File: config.mk
export PLATFORM = sky130hd
export DESIGN_NAME = pipeline_control_unit_flat
export DESIGN_NICKNAME = d
export VERILOG_FILES = /design/src/rtl/riscv_ctrl_pkg.sv /design/src/rtl/pipeline_control_unit_if.sv /design/src/rtl/pipeline_control_unit_load_use_detector.sv /design/src/rtl/pipeline_control_unit.sv /design/src/flat_wrapper.sv
export SDC_FILE = /design/constraint.sdc
export NUM_CORES = 1
export LEC_CHECK = 0
export ABC_CLOCK_PERIOD_IN_PS = 2900
export CORE_UTILIZATION = 44
export DETAILED_ROUTE_END_ITERATION = 8
export PLACE_DENSITY = 0.82
export SLEW_MARGIN = 5
export SYNTH_ARGS = -nofsm -noshare
export SYNTH_HDL_FRONTEND = slang
export SYNTH_SLANG_ARGS = --single-unit
File: constraint.sdc
create_clock -name clk -period 2.9 [get_ports clk]
set_input_delay 0.435 -clock clk [delete_from_list [all_inputs] [get_ports clk]]
set_output_delay 0.435 -clock clk [all_outputs]
set_load 0.005 [all_outputs]
File: src/rtl/riscv_ctrl_pkg.sv
// Shared definitions for the pipeline hazard/sequencing controller:
// FSM state encoding, default register-address width and the x0 address.
package riscv_ctrl_pkg;

    localparam int          DEFAULT_REG_ADDR_W = 5;
    localparam int unsigned X0_ADDR            = 0;

    typedef enum logic [1:0] {
        RUN      = 2'd0,
        FLUSH    = 2'd1,
        MDU_BUSY = 2'd2
    } ctrl_state_e;

endpackage

File: src/rtl/pipeline_control_unit_if.sv
// Decode/EX hazard inputs, MDU handshake and the stall/flush enables the
// controller drives into the pipeline. The controller uses the slave modport.
interface pipeline_control_unit_if #(
    parameter int REG_ADDR_W = riscv_ctrl_pkg::DEFAULT_REG_ADDR_W
);
    logic [REG_ADDR_W-1:0] id_rs1_addr;
    logic [REG_ADDR_W-1:0] id_rs2_addr;
    logic                  id_rs1_used;
    logic                  id_rs2_used;
    logic [REG_ADDR_W-1:0] ex_rd_addr;
    logic                  ex_mem_read;
    logic                  ex_branch_taken;
    logic                  ex_mdu_op;
    logic                  mdu_done;

    logic                  pc_stall;
    logic                  if_id_stall;
    logic                  if_id_flush;
    logic                  id_ex_flush;
    logic                  ex_stall;
    logic                  mdu_start;
    logic                  mdu_err;

    modport master (
        output id_rs1_addr, id_rs2_addr, id_rs1_used, id_rs2_used,
               ex_rd_addr, ex_mem_read, ex_branch_taken, ex_mdu_op, mdu_done,
        input  pc_stall, if_id_stall, if_id_flush, id_ex_flush,
               ex_stall, mdu_start, mdu_err
    );

    modport slave (
        input  id_rs1_addr, id_rs2_addr, id_rs1_used, id_rs2_used,
               ex_rd_addr, ex_mem_read, ex_branch_taken, ex_mdu_op, mdu_done,
        output pc_stall, if_id_stall, if_id_flush, id_ex_flush,
               ex_stall, mdu_start, mdu_err
    );
endinterface

File: src/rtl/pipeline_control_unit_load_use_detector.sv
// Combinational load-use hazard check: a load in EX writes a register the
// decode instruction actually reads. x0 never creates a hazard.
module load_use_detector
    import riscv_ctrl_pkg::*;
#(
    parameter int REG_ADDR_W = DEFAULT_REG_ADDR_W
) (
    input  logic [REG_ADDR_W-1:0] id_rs1_addr,
    input  logic [REG_ADDR_W-1:0] id_rs2_addr,
    input  logic                  id_rs1_used,
    input  logic                  id_rs2_used,
    input  logic [REG_ADDR_W-1:0] ex_rd_addr,
    input  logic                  ex_mem_read,
    output logic                  hazard
);
    logic rs1_match;
    logic rs2_match;
    logic rd_is_x0;

    assign rs1_match = id_rs1_used && (id_rs1_addr == ex_rd_addr);
    assign rs2_match = id_rs2_used && (id_rs2_addr == ex_rd_addr);
    assign rd_is_x0  = (ex_rd_addr == REG_ADDR_W'(X0_ADDR));
    assign hazard    = ex_mem_read && !rd_is_x0 && (rs1_match || rs2_match);
endmodule

File: src/rtl/pipeline_control_unit.sv
// Hazard and sequencing controller: load-use bubbles, branch front-end flush,
// MUL/DIV freeze with timeout. Optional perf counters: PIPELINE_PERF_CNT_EN.
module pipeline_control_unit
    import riscv_ctrl_pkg::*;
#(
    parameter int REG_ADDR_W   = DEFAULT_REG_ADDR_W,
    parameter int FLUSH_CYCLES = 2,
    parameter int MDU_TIMEOUT  = 64
) (
    input  logic                    clk,
    input  logic                    rst_n,
    pipeline_control_unit_if.slave  ctrl
`ifdef PIPELINE_PERF_CNT_EN
    ,
    output logic [31:0]             stall_cycles,
    output logic [31:0]             flush_events
`endif
);
    localparam int FLUSH_W = (FLUSH_CYCLES > 1) ? $clog2(FLUSH_CYCLES) : 1;
    localparam int MDU_W   = $clog2(MDU_TIMEOUT);

    localparam logic [FLUSH_W-1:0] FLUSH_INIT = FLUSH_W'(FLUSH_CYCLES - 1);
    localparam logic [FLUSH_W-1:0] FLUSH_LAST = FLUSH_W'(1);
    localparam logic [MDU_W-1:0]   MDU_LAST   = MDU_W'(MDU_TIMEOUT - 1);

    ctrl_state_e        state_q, state_d;
    logic [FLUSH_W-1:0] flush_cnt_q, flush_cnt_d;
    logic [MDU_W-1:0]   mdu_cnt_q, mdu_cnt_d;

    logic hazard;
    logic pc_stall, if_id_stall, if_id_flush, id_ex_flush;
    logic ex_stall, mdu_start, mdu_err;

    load_use_detector #(.REG_ADDR_W(REG_ADDR_W)) u_load_use (
        .id_rs1_addr (ctrl.id_rs1_addr),
        .id_rs2_addr (ctrl.id_rs2_addr),
        .id_rs1_used (ctrl.id_rs1_used),
        .id_rs2_used (ctrl.id_rs2_used),
        .ex_rd_addr  (ctrl.ex_rd_addr),
        .ex_mem_read (ctrl.ex_mem_read),
        .hazard      (hazard)
    );

    // NOTE: sequential state uses non-blocking assignments so every register
    // samples the pre-edge values regardless of process evaluation order.
    always_ff @(posedge clk or negedge rst_n) begin
        if (!rst_n) begin
            state_q     <= RUN;
            flush_cnt_q <= '0;
            mdu_cnt_q   <= '0;
        end else begin
            state_q     <= state_d;
            flush_cnt_q <= flush_cnt_d;
            mdu_cnt_q   <= mdu_cnt_d;
        end
    end

    // NOTE: every signal written here gets a default first, so no path through
    // the case statement can leave one unassigned and infer a latch.
    always_comb begin
        state_d     = state_q;
        flush_cnt_d = flush_cnt_q;
        mdu_cnt_d   = mdu_cnt_q;
        pc_stall    = 1'b0;
        if_id_stall = 1'b0;
        if_id_flush = 1'b0;
        id_ex_flush = 1'b0;
        ex_stall    = 1'b0;
        mdu_start   = 1'b0;
        mdu_err     = 1'b0;

        // Outputs stay quiet while reset is held, whatever the inputs do.
        if (rst_n) begin
            unique case (state_q)
                RUN: begin
                    if (ctrl.ex_branch_taken) begin
                        if_id_flush = 1'b1;
                        id_ex_flush = 1'b1;
                        if (FLUSH_CYCLES > 1) begin
                            state_d     = FLUSH;
                            flush_cnt_d = FLUSH_INIT;
                        end
                    end else if (ctrl.ex_mdu_op) begin
                        mdu_start   = 1'b1;
                        pc_stall    = 1'b1;
                        if_id_stall = 1'b1;
                        ex_stall    = 1'b1;
                        state_d     = MDU_BUSY;
                        mdu_cnt_d   = '0;
                    end else if (hazard) begin
                        // The load leaves EX next cycle, so one bubble is enough.
                        pc_stall    = 1'b1;
                        if_id_stall = 1'b1;
                        id_ex_flush = 1'b1;
                    end
                end

                FLUSH: begin
                    if_id_flush = 1'b1;
                    flush_cnt_d = flush_cnt_q - FLUSH_W'(1);
                    if (flush_cnt_q == FLUSH_LAST) begin
                        state_d = RUN;
                    end
                end

                MDU_BUSY: begin
                    if (ctrl.mdu_done) begin
                        state_d   = RUN;
                        mdu_cnt_d = '0;
                    end else if (mdu_cnt_q == MDU_LAST) begin
                        mdu_err   = 1'b1;
                        state_d   = RUN;
                        mdu_cnt_d = '0;
                    end else begin
                        pc_stall    = 1'b1;
                        if_id_stall = 1'b1;
                        ex_stall    = 1'b1;
                        mdu_cnt_d   = mdu_cnt_q + MDU_W'(1);
                    end
                end

                default: state_d = RUN;
            endcase
        end
    end

    assign ctrl.pc_stall    = pc_stall;
    assign ctrl.if_id_stall = if_id_stall;
    assign ctrl.if_id_flush = if_id_flush;
    assign ctrl.id_ex_flush = id_ex_flush;
    assign ctrl.ex_stall    = ex_stall;
    assign ctrl.mdu_start   = mdu_start;
    assign ctrl.mdu_err     = mdu_err;

`ifdef PIPELINE_PERF_CNT_EN
    logic flush_entry;
    assign flush_entry = (state_q == RUN) && ctrl.ex_branch_taken;

    always_ff @(posedge clk or negedge rst_n) begin
        if (!rst_n) begin
            stall_cycles <= '0;
            flush_events <= '0;
        end else begin
            if (pc_stall && (stall_cycles != '1)) begin
                stall_cycles <= stall_cycles + 32'd1;
            end
            if (flush_entry && (flush_events != '1)) begin
                flush_events <= flush_events + 32'd1;
            end
        end
    end
`endif
endmodule

File: src/flat_wrapper.sv
// flat-port wrapper written by rule: the top's interface ports become plain ports
module pipeline_control_unit_flat import riscv_ctrl_pkg::*;
#(
    parameter int REG_ADDR_W   = DEFAULT_REG_ADDR_W,
    parameter int FLUSH_CYCLES = 2,
    parameter int MDU_TIMEOUT  = 64
)
  (clk, rst_n, ctrl_id_rs1_addr, ctrl_id_rs2_addr, ctrl_id_rs1_used, ctrl_id_rs2_used, ctrl_ex_rd_addr, ctrl_ex_mem_read, ctrl_ex_branch_taken, ctrl_ex_mdu_op, ctrl_mdu_done, ctrl_pc_stall, ctrl_if_id_stall, ctrl_if_id_flush, ctrl_id_ex_flush, ctrl_ex_stall, ctrl_mdu_start, ctrl_mdu_err);
  pipeline_control_unit_if #(.REG_ADDR_W(REG_ADDR_W)) ctrl_i ();
  input  logic clk;
  input  logic rst_n;
  input wire logic [$bits(ctrl_i.id_rs1_addr)-1:0] ctrl_id_rs1_addr;
  input wire logic [$bits(ctrl_i.id_rs2_addr)-1:0] ctrl_id_rs2_addr;
  input wire logic [$bits(ctrl_i.id_rs1_used)-1:0] ctrl_id_rs1_used;
  input wire logic [$bits(ctrl_i.id_rs2_used)-1:0] ctrl_id_rs2_used;
  input wire logic [$bits(ctrl_i.ex_rd_addr)-1:0] ctrl_ex_rd_addr;
  input wire logic [$bits(ctrl_i.ex_mem_read)-1:0] ctrl_ex_mem_read;
  input wire logic [$bits(ctrl_i.ex_branch_taken)-1:0] ctrl_ex_branch_taken;
  input wire logic [$bits(ctrl_i.ex_mdu_op)-1:0] ctrl_ex_mdu_op;
  input wire logic [$bits(ctrl_i.mdu_done)-1:0] ctrl_mdu_done;
  output wire logic [$bits(ctrl_i.pc_stall)-1:0] ctrl_pc_stall;
  output wire logic [$bits(ctrl_i.if_id_stall)-1:0] ctrl_if_id_stall;
  output wire logic [$bits(ctrl_i.if_id_flush)-1:0] ctrl_if_id_flush;
  output wire logic [$bits(ctrl_i.id_ex_flush)-1:0] ctrl_id_ex_flush;
  output wire logic [$bits(ctrl_i.ex_stall)-1:0] ctrl_ex_stall;
  output wire logic [$bits(ctrl_i.mdu_start)-1:0] ctrl_mdu_start;
  output wire logic [$bits(ctrl_i.mdu_err)-1:0] ctrl_mdu_err;
  assign ctrl_i.id_rs1_addr = ctrl_id_rs1_addr;
  assign ctrl_i.id_rs2_addr = ctrl_id_rs2_addr;
  assign ctrl_i.id_rs1_used = ctrl_id_rs1_used;
  assign ctrl_i.id_rs2_used = ctrl_id_rs2_used;
  assign ctrl_i.ex_rd_addr = ctrl_ex_rd_addr;
  assign ctrl_i.ex_mem_read = ctrl_ex_mem_read;
  assign ctrl_i.ex_branch_taken = ctrl_ex_branch_taken;
  assign ctrl_i.ex_mdu_op = ctrl_ex_mdu_op;
  assign ctrl_i.mdu_done = ctrl_mdu_done;
  assign ctrl_pc_stall = ctrl_i.pc_stall;
  assign ctrl_if_id_stall = ctrl_i.if_id_stall;
  assign ctrl_if_id_flush = ctrl_i.if_id_flush;
  assign ctrl_id_ex_flush = ctrl_i.id_ex_flush;
  assign ctrl_ex_stall = ctrl_i.ex_stall;
  assign ctrl_mdu_start = ctrl_i.mdu_start;
  assign ctrl_mdu_err = ctrl_i.mdu_err;
  pipeline_control_unit #(.REG_ADDR_W(REG_ADDR_W), .FLUSH_CYCLES(FLUSH_CYCLES), .MDU_TIMEOUT(MDU_TIMEOUT)) u_core (.clk(clk), .rst_n(rst_n), .ctrl(ctrl_i));
endmodule
==> results of run 1 <==
flip-flops by register name, summed over array words and instances (netlist names):
signal              count
u_core.flush_cnt_q      1
u_core.mdu_cnt_q        6
u_core.state_q          2
power by group through the flow:
stage	combinational (uW)	sequential [uW]	clock (uW)
2_1_floorplan	133	171	0
3_3_place_gp	189	190	0
3_5_place_dp	192	191	0
4_1_cts	193	189	102
5_1_grt	217	196	109
6_report	194	190	101
layer usage:
layer	vias to the layer above	routed length, um
li1	364	-
met1	315	785
met2	27	761
met3	4	129
met4	0	33
met5	-	0
cells in the mapped netlist (all sizes together) (2+ instances only):
master and n:
dfrtp 9, buf 3, inv 2, a21oi 2
xnor2 2, nand2 7, nand3 4, xor2 8
nand2b 3, nor3b 2, nor2b 3, o21ai 9
nor4 2, and3 2, or4 2, nor2 4
nor3 2
logic make-up after synthesis:
| group | Yosys count |
|---|---|
| flip-flops | 9 |
| buffers and inverters | 5 |
| AO/OA/AOI/OAI | 21 |
| AND/OR/NAND/NOR | 36 |
| XOR/XNOR | 10 |
| adder cells (fa/ha/maj) | 1 |
| multiplexers | 1 |
stage by stage:
stage / std cells / area (um2)
floorplan: 83 / 710.7
global placement: 127 / 1010
detailed placement: 127 / 1010
CTS: 131 / 1036
global route: 131 / 1045
finish: 131 / 1045
worst paths after layout:
| kind | to | slack, ps | cells past startpoint |
|---|---|---|---|
| min in group clk | u_core.flush_cnt_q | 530 | 1 |
| setup reg to reg | u_core.mdu_cnt_q[5] | 1430 | 5 |
| hold / removal | u_core.mdu_cnt_q[2] | 510 | 2 |
| hold reg to reg | u_core.flush_cnt_q | 530 | 1 |
| setup / recovery | ctrl_id_ex_flush | 180 | 6 |
| max in group asynchronous | u_core.mdu_cnt_q[1] | 2210 | 2 |
area by class of cell:
cell class	count	area (um2)	area share
Multi-Input combinational cell	69	460.4	0.4407
Timing Repair Buffer	31	305.3	0.2922
Sequential cell	9	225.2	0.2156
Clock buffer	4	26.28	0.02515
Tap cell	16	20.02	0.01916
Inverter	2	7.507	0.007186
cells in the final DEF, fill, tap and decap left out, types with 2 or more instances in the layout:
master	n
a21oi_1	2
and3_1	2
buf_4	2
clkbuf_4	3
clkdlybuf4s50_1	29
dfrtp_1	9
inv_1	2
nand2_1	7
nand2b_1	3
nand3_1	4
nor2_1	4
nor2b_1	3
nor3_1	2
o21ai_0	7
o21ai_1	2
xnor2_1	2
xor2_1	8
repair_timing:
action	CTS	global route
buffers inserted	0	0
resized for setup	0	3
hold buffers	0	0
endpoints found under the setup margin	0	2
endpoints found under the hold margin	0	0
==> impl_metrics.ini, run 1 <==
[status]
outcome = complete, no violations

[placement]
io_buffer_count = 29
pre_cts_ws_ps = 29.26
dp_hpwl_mm = 1.333
gp_congestion = 0.8031

[critical_path]
crit_family = buffers and inverters
arrival_ps = 2280
slowest_delay_ps = 540
end_kind = output pin
worstReg2RegStart = u_core.mdu_cnt_q[0]
worstPathCellList = clkdlybuf4s50_1 > or4_4 > o21ai_1 > or4_1 > o21ai_0 > clkdlybuf4s50_1
crit_buf_inv = 2
crit_type = input pin to output pin
crit_fanout = 3
cp_slowest_cell = clkdlybuf4s50_1
start_kind = input pin
crit_path_start = ctrl_ex_rd_addr[0]
required_ps = 2470
crit_top_cell = clkdlybuf4s50_1

[clocking]
cts_sinks = 9
htreeDepth = 1
cts_tree = yes
numCtsBuffers = 3
clkLatencyLatePin_ps = 270
clock-root-buffer = clkbuf_4
clock_path_buffers = 2
path_clk_slew_ps = 70

[global_route]
antenna_found_initial = 0
grt_util_met1 = 0.2740
met3_usage = 0.03448
grt_pass1_wl_mm = 2.911
grt_util_met2 = 0.3508
busiest_layer = met2
grt_max_degree = 19
grt_pass1_vias = 662
overflow = 0
grt_usage = 0.2158

[timing]
slew_violations = 0
hold_violations = 0
finalSetupTns_ps = 0
period_share = 0.9374
worst_pin_slew_ps = 592.5
relSlewSlack = 0.6023
period_needed_ps = 2718
setup_viol = 0
rsz0062_at_grt = no
finalClockSkew_ps = 5.310
whs_ps = 511.1
timing.final.ws_setup_ps = 181.5
fmax_ghz = 0.3679

[drt]
drc = 0
drtAntennaViolNets = 0
vias = 710
drt_wl_total_mm = 1.710
first_pass_iters = 3
drtIter0Drc = 7
via_per_inst = 5.420
post_drt_wl_per_cell_um = 13.05

[synth]
yosysWarnings = 0
synth_edf_count = 0
synth_seq_cells = 9
synth_cells = 83
synth_top_family_by_area = simple AND/OR/NAND/NOR gates
synthSimpleGateAreaFrac = 0.2940
synthTopCellsByArea = dfrtp_1, xor2_1, o21ai_0, nand2_1, nand3_1
synthMuxAreaShare = 0.01408
ys_types = 38
synth_top_flop_cell = dfrtp_1
synth_area_leader_cell = dfrtp_1
syn-cell-area_um2 = 710.7
yosys.area.top_type_share = 0.3169
synth_nets = 107
seq_area_frac_synth = 0.3169
synth_xor_area_frac = 0.1232
synth_adder_area_share = 0.01761
synth_compound_area_frac = 0.1866
async_reset_ff_frac = 1.000
syn_avg_cell_area_um2 = 8.562

[power]
vdd_drop_max_uv = 446.4
power.leakage_uw = 0.0004058
internal_power_uw = 316.3
power.density_nw_per_um2 = 464.1
p_clk_frac = 0.208
p_sw_frac = 0.3477
p_seq_frac = 0.391
p_comb_frac = 0.401
netSwitchingPower_uw = 168.6
finalPower_uw = 484.9

[die]
top_level_ports = 30
row_count = 14
die_height_um = 42.19
core_um2 = 1506
die_w_um = 42.19
start_util = 0.4718
die_area_um2 = 1780

[finish]
drive_above_1_share = 0.07826
area_delta_synth_final_pct = 47.01
fillCellCount = 127
final_core_util = 0.6935
final_nets = 140
antenna_cells = 0

[run]
max_cap_violations = 0

[min_path]
hold_path_class = input pin to async pin
Power figures use the tool's default switching activity.
==> run 2, diff against run 1 <==
PLACE_DENSITY = 0.83   (was 0.82)
SYNTH_HIERARCHICAL = 1   (was not set)
==> impl_metrics.ini, run 2 <==
[timing]
slew_violations = 0
period_share = 0.9527
whs_ps = 424.8
fmax_ghz = 0.3619
relSlewSlack = 0.7379
worst_pin_slew_ps = 393.1
finalClockSkew_ps = 7.455
rsz0062_at_grt = no
setup_viol = 0
period_needed_ps = 2763
hold_violations = 0

[synth]
synth_seq_cells = 9
synthTopCellsByArea = dfrtp_1, xor2_1, nand2_1, nand3_1, nor2_1
yosysWarnings = 6
yosys.area.top_type_share = 0.3186
synth_top_flop_cell = dfrtp_1
syn_avg_cell_area_um2 = 8.220
synth_common_cells = nand2_1, dfrtp_1, nor2_1, xor2_1, nand3_1
synth_nets = 110
ys_types = 31
seq_area_frac_synth = 0.3186
syn-cell-area_um2 = 706.9
synth_cells = 86
synth_edf_count = 0
synth_area_leader_cell = dfrtp_1
async_reset_ff_frac = 1.000
yosys.cell_count.top_type = nand2_1

[clocking]
path_clk_slew_ps = 70
hold_buffers = 0
clkLatencyLatePin_ps = 260
clock_path_buffers = 2
cts_tree = yes
cts_sinks = 9
cts_setup_buffers = 0
htreeDepth = 1
clock-root-buffer = clkbuf_4
numCtsBuffers = 3

[power]
power.leakage_uw = 0.0004716
vdd_drop_max_uv = 374.5
power.density_nw_per_um2 = 420.5
finalPower_uw = 438.2

[finish]
top_regs = u_core/mdu_cnt_q (6), u_core/state_q (2), u_core/flush_cnt_q (1)
area_delta_synth_final_pct = 47.43
final_nets = 144
drive_above_1_share = 0.08403
final_core_util = 0.6919
largest_register_ffs = 6
regMostFlops = u_core/mdu_cnt_q
layout.cells.non_filler = 135
fillCellCount = 132
antenna_cells = 0
layout_common_cells = clkdlybuf4s50_1, nand2_1, dfrtp_1
final_common_cell = clkdlybuf4s50_1
final_area_um2 = 1042

[global_route]
busiest_layer = met2
overflow = 0
grt_usage = 0.2435
grt_pass1_wl_mm = 3.222
grt_util_met1 = 0.3052
grt_max_degree = 11
antenna_found_initial = 0
grt_util_met2 = 0.4000
grt_pass1_vias = 739
met3_usage = 0.06034

[drt]
drc = 0
via_per_inst = 5.415
drtAntennaViolNets = 0
first_pass_iters = 4
drt_wl_total_mm = 1.919
drtIter0Drc = 10
vias = 731
post_drt_wl_per_cell_um = 14.21

[run]
max_cap_violations = 0

[critical_path]
required_ps = 2470
crit_type = input pin to output pin
start_kind = input pin
reg2reg_slack_ps = 1290
end_kind = output pin
arrival_ps = 2330
crit_fanout = 2

[die]
die_w_um = 42.09
core_um2 = 1506
die_area_um2 = 1771
top_level_ports = 30
die_height_um = 42.09
start_util = 0.4693
row_count = 14

[placement]
io_buffer_count = 29
placed_area_um2 = 1013
dp_hpwl_mm = 1.548
dpl.cell_count = 131
gp_congestion = 0.8903

[status]
outcome = complete, no violations

[min_path]
hold_path_class = input pin to async pin
run 2: changes by cell type in the layout (fill, tap and decap cells not counted), sizes merged, moves of 2 or more:
cell / delta
nand3: +3
dlymetal6s2s: +2
a21o: +2
nand2b: -2
nor2: +4
clkdlybuf4s50: -7
dlygate4sd2: +5
a21oi: +2
nand2: +3
run 2: critical path, stage by stage:
cell             delay (ps)
clkdlybuf4s50_1         430
buf_4                   160
or4_1                   480
o21ai_1                 160
a21oi_2                  60
o21ai_0                 200
a21oi_1                 120
dlygate4sd2_1           290
run 2: layout make-up:
cell class	instances	area, um2	share of cell area
timing repair buffer	31	304.0	0.2917
multi-input combinational	72	455.4	0.4370
tap	16	20.02	0.01921
inverter	3	11.26	0.01080
clock buffer	4	26.28	0.02521
sequential	9	225.2	0.2161
run 2: metal layers:
layer	vias up	part of all wire
li1	373	-
met1	348	0.45
met2	8	0.52
met3	2	0.021
met4	0	0.0052
met5	-	0
run 2: report_power, final:
group / switching [uW] / internal [uW] / total (uW)
Clock: 44.7 / 53.0 / 97.7
Combinational: 73.9 / 92.7 / 167
Sequential: 29.3 / 145 / 174
run 2: kinds of logic after synthesis:
logic type / count (synthesis) / synth area share
compound gates: 22 / 0.1965
simple gates: 39 / 0.3009
buf+inv: 5 / 0.04248
flops: 9 / 0.3186
xor+xnor: 10 / 0.1239
fa+ha+maj: 1 / 0.01770
run 2: path summary, 6_finish.rpt:
check,startpoint,endpoint,cells after the start
worst min-delay path,rst_n,u_core/flush_cnt_q,1
worst max register to register,u_core/state_q[1],u_core/mdu_cnt_q[3],4
min in group clk,u_core/mdu_cnt_q[4],u_core/mdu_cnt_q[4],1
worst min register to register,u_core/mdu_cnt_q[4],u_core/mdu_cnt_q[4],1
worst max-delay path,ctrl_ex_rd_addr[2],ctrl_if_id_stall,8
max in group asynchronous,rst_n,u_core/mdu_cnt_q[5],2
run 2: through the flow:
step | setup WS, ps | TNS [ps]
final | 137.2 | 0
after detailed placement | -195.0 | -472.1
after global routing | 78.01 | 0
after global placement | -74.40 | -191.2
after CTS | 18.12 | 0
after floorplan | 947.5 | 0
run 2: what timing repair did:
item	in CTS	in global routing
pin swaps	4	3
resized for setup	6	2
hold endpoints to repair	0	0
cloned	0	0
endpoints found under the setup margin	3	1
==> run 3, diff against run 2 <==
CAP_MARGIN = 20   (was not set)
PLACE_DENSITY = 0.82   (was 0.83)
SYNTH_HIERARCHICAL = not set   (was 1)
==> results of run 3 <==
The final DEF is identical to that of run 1; final timing and power are the same.
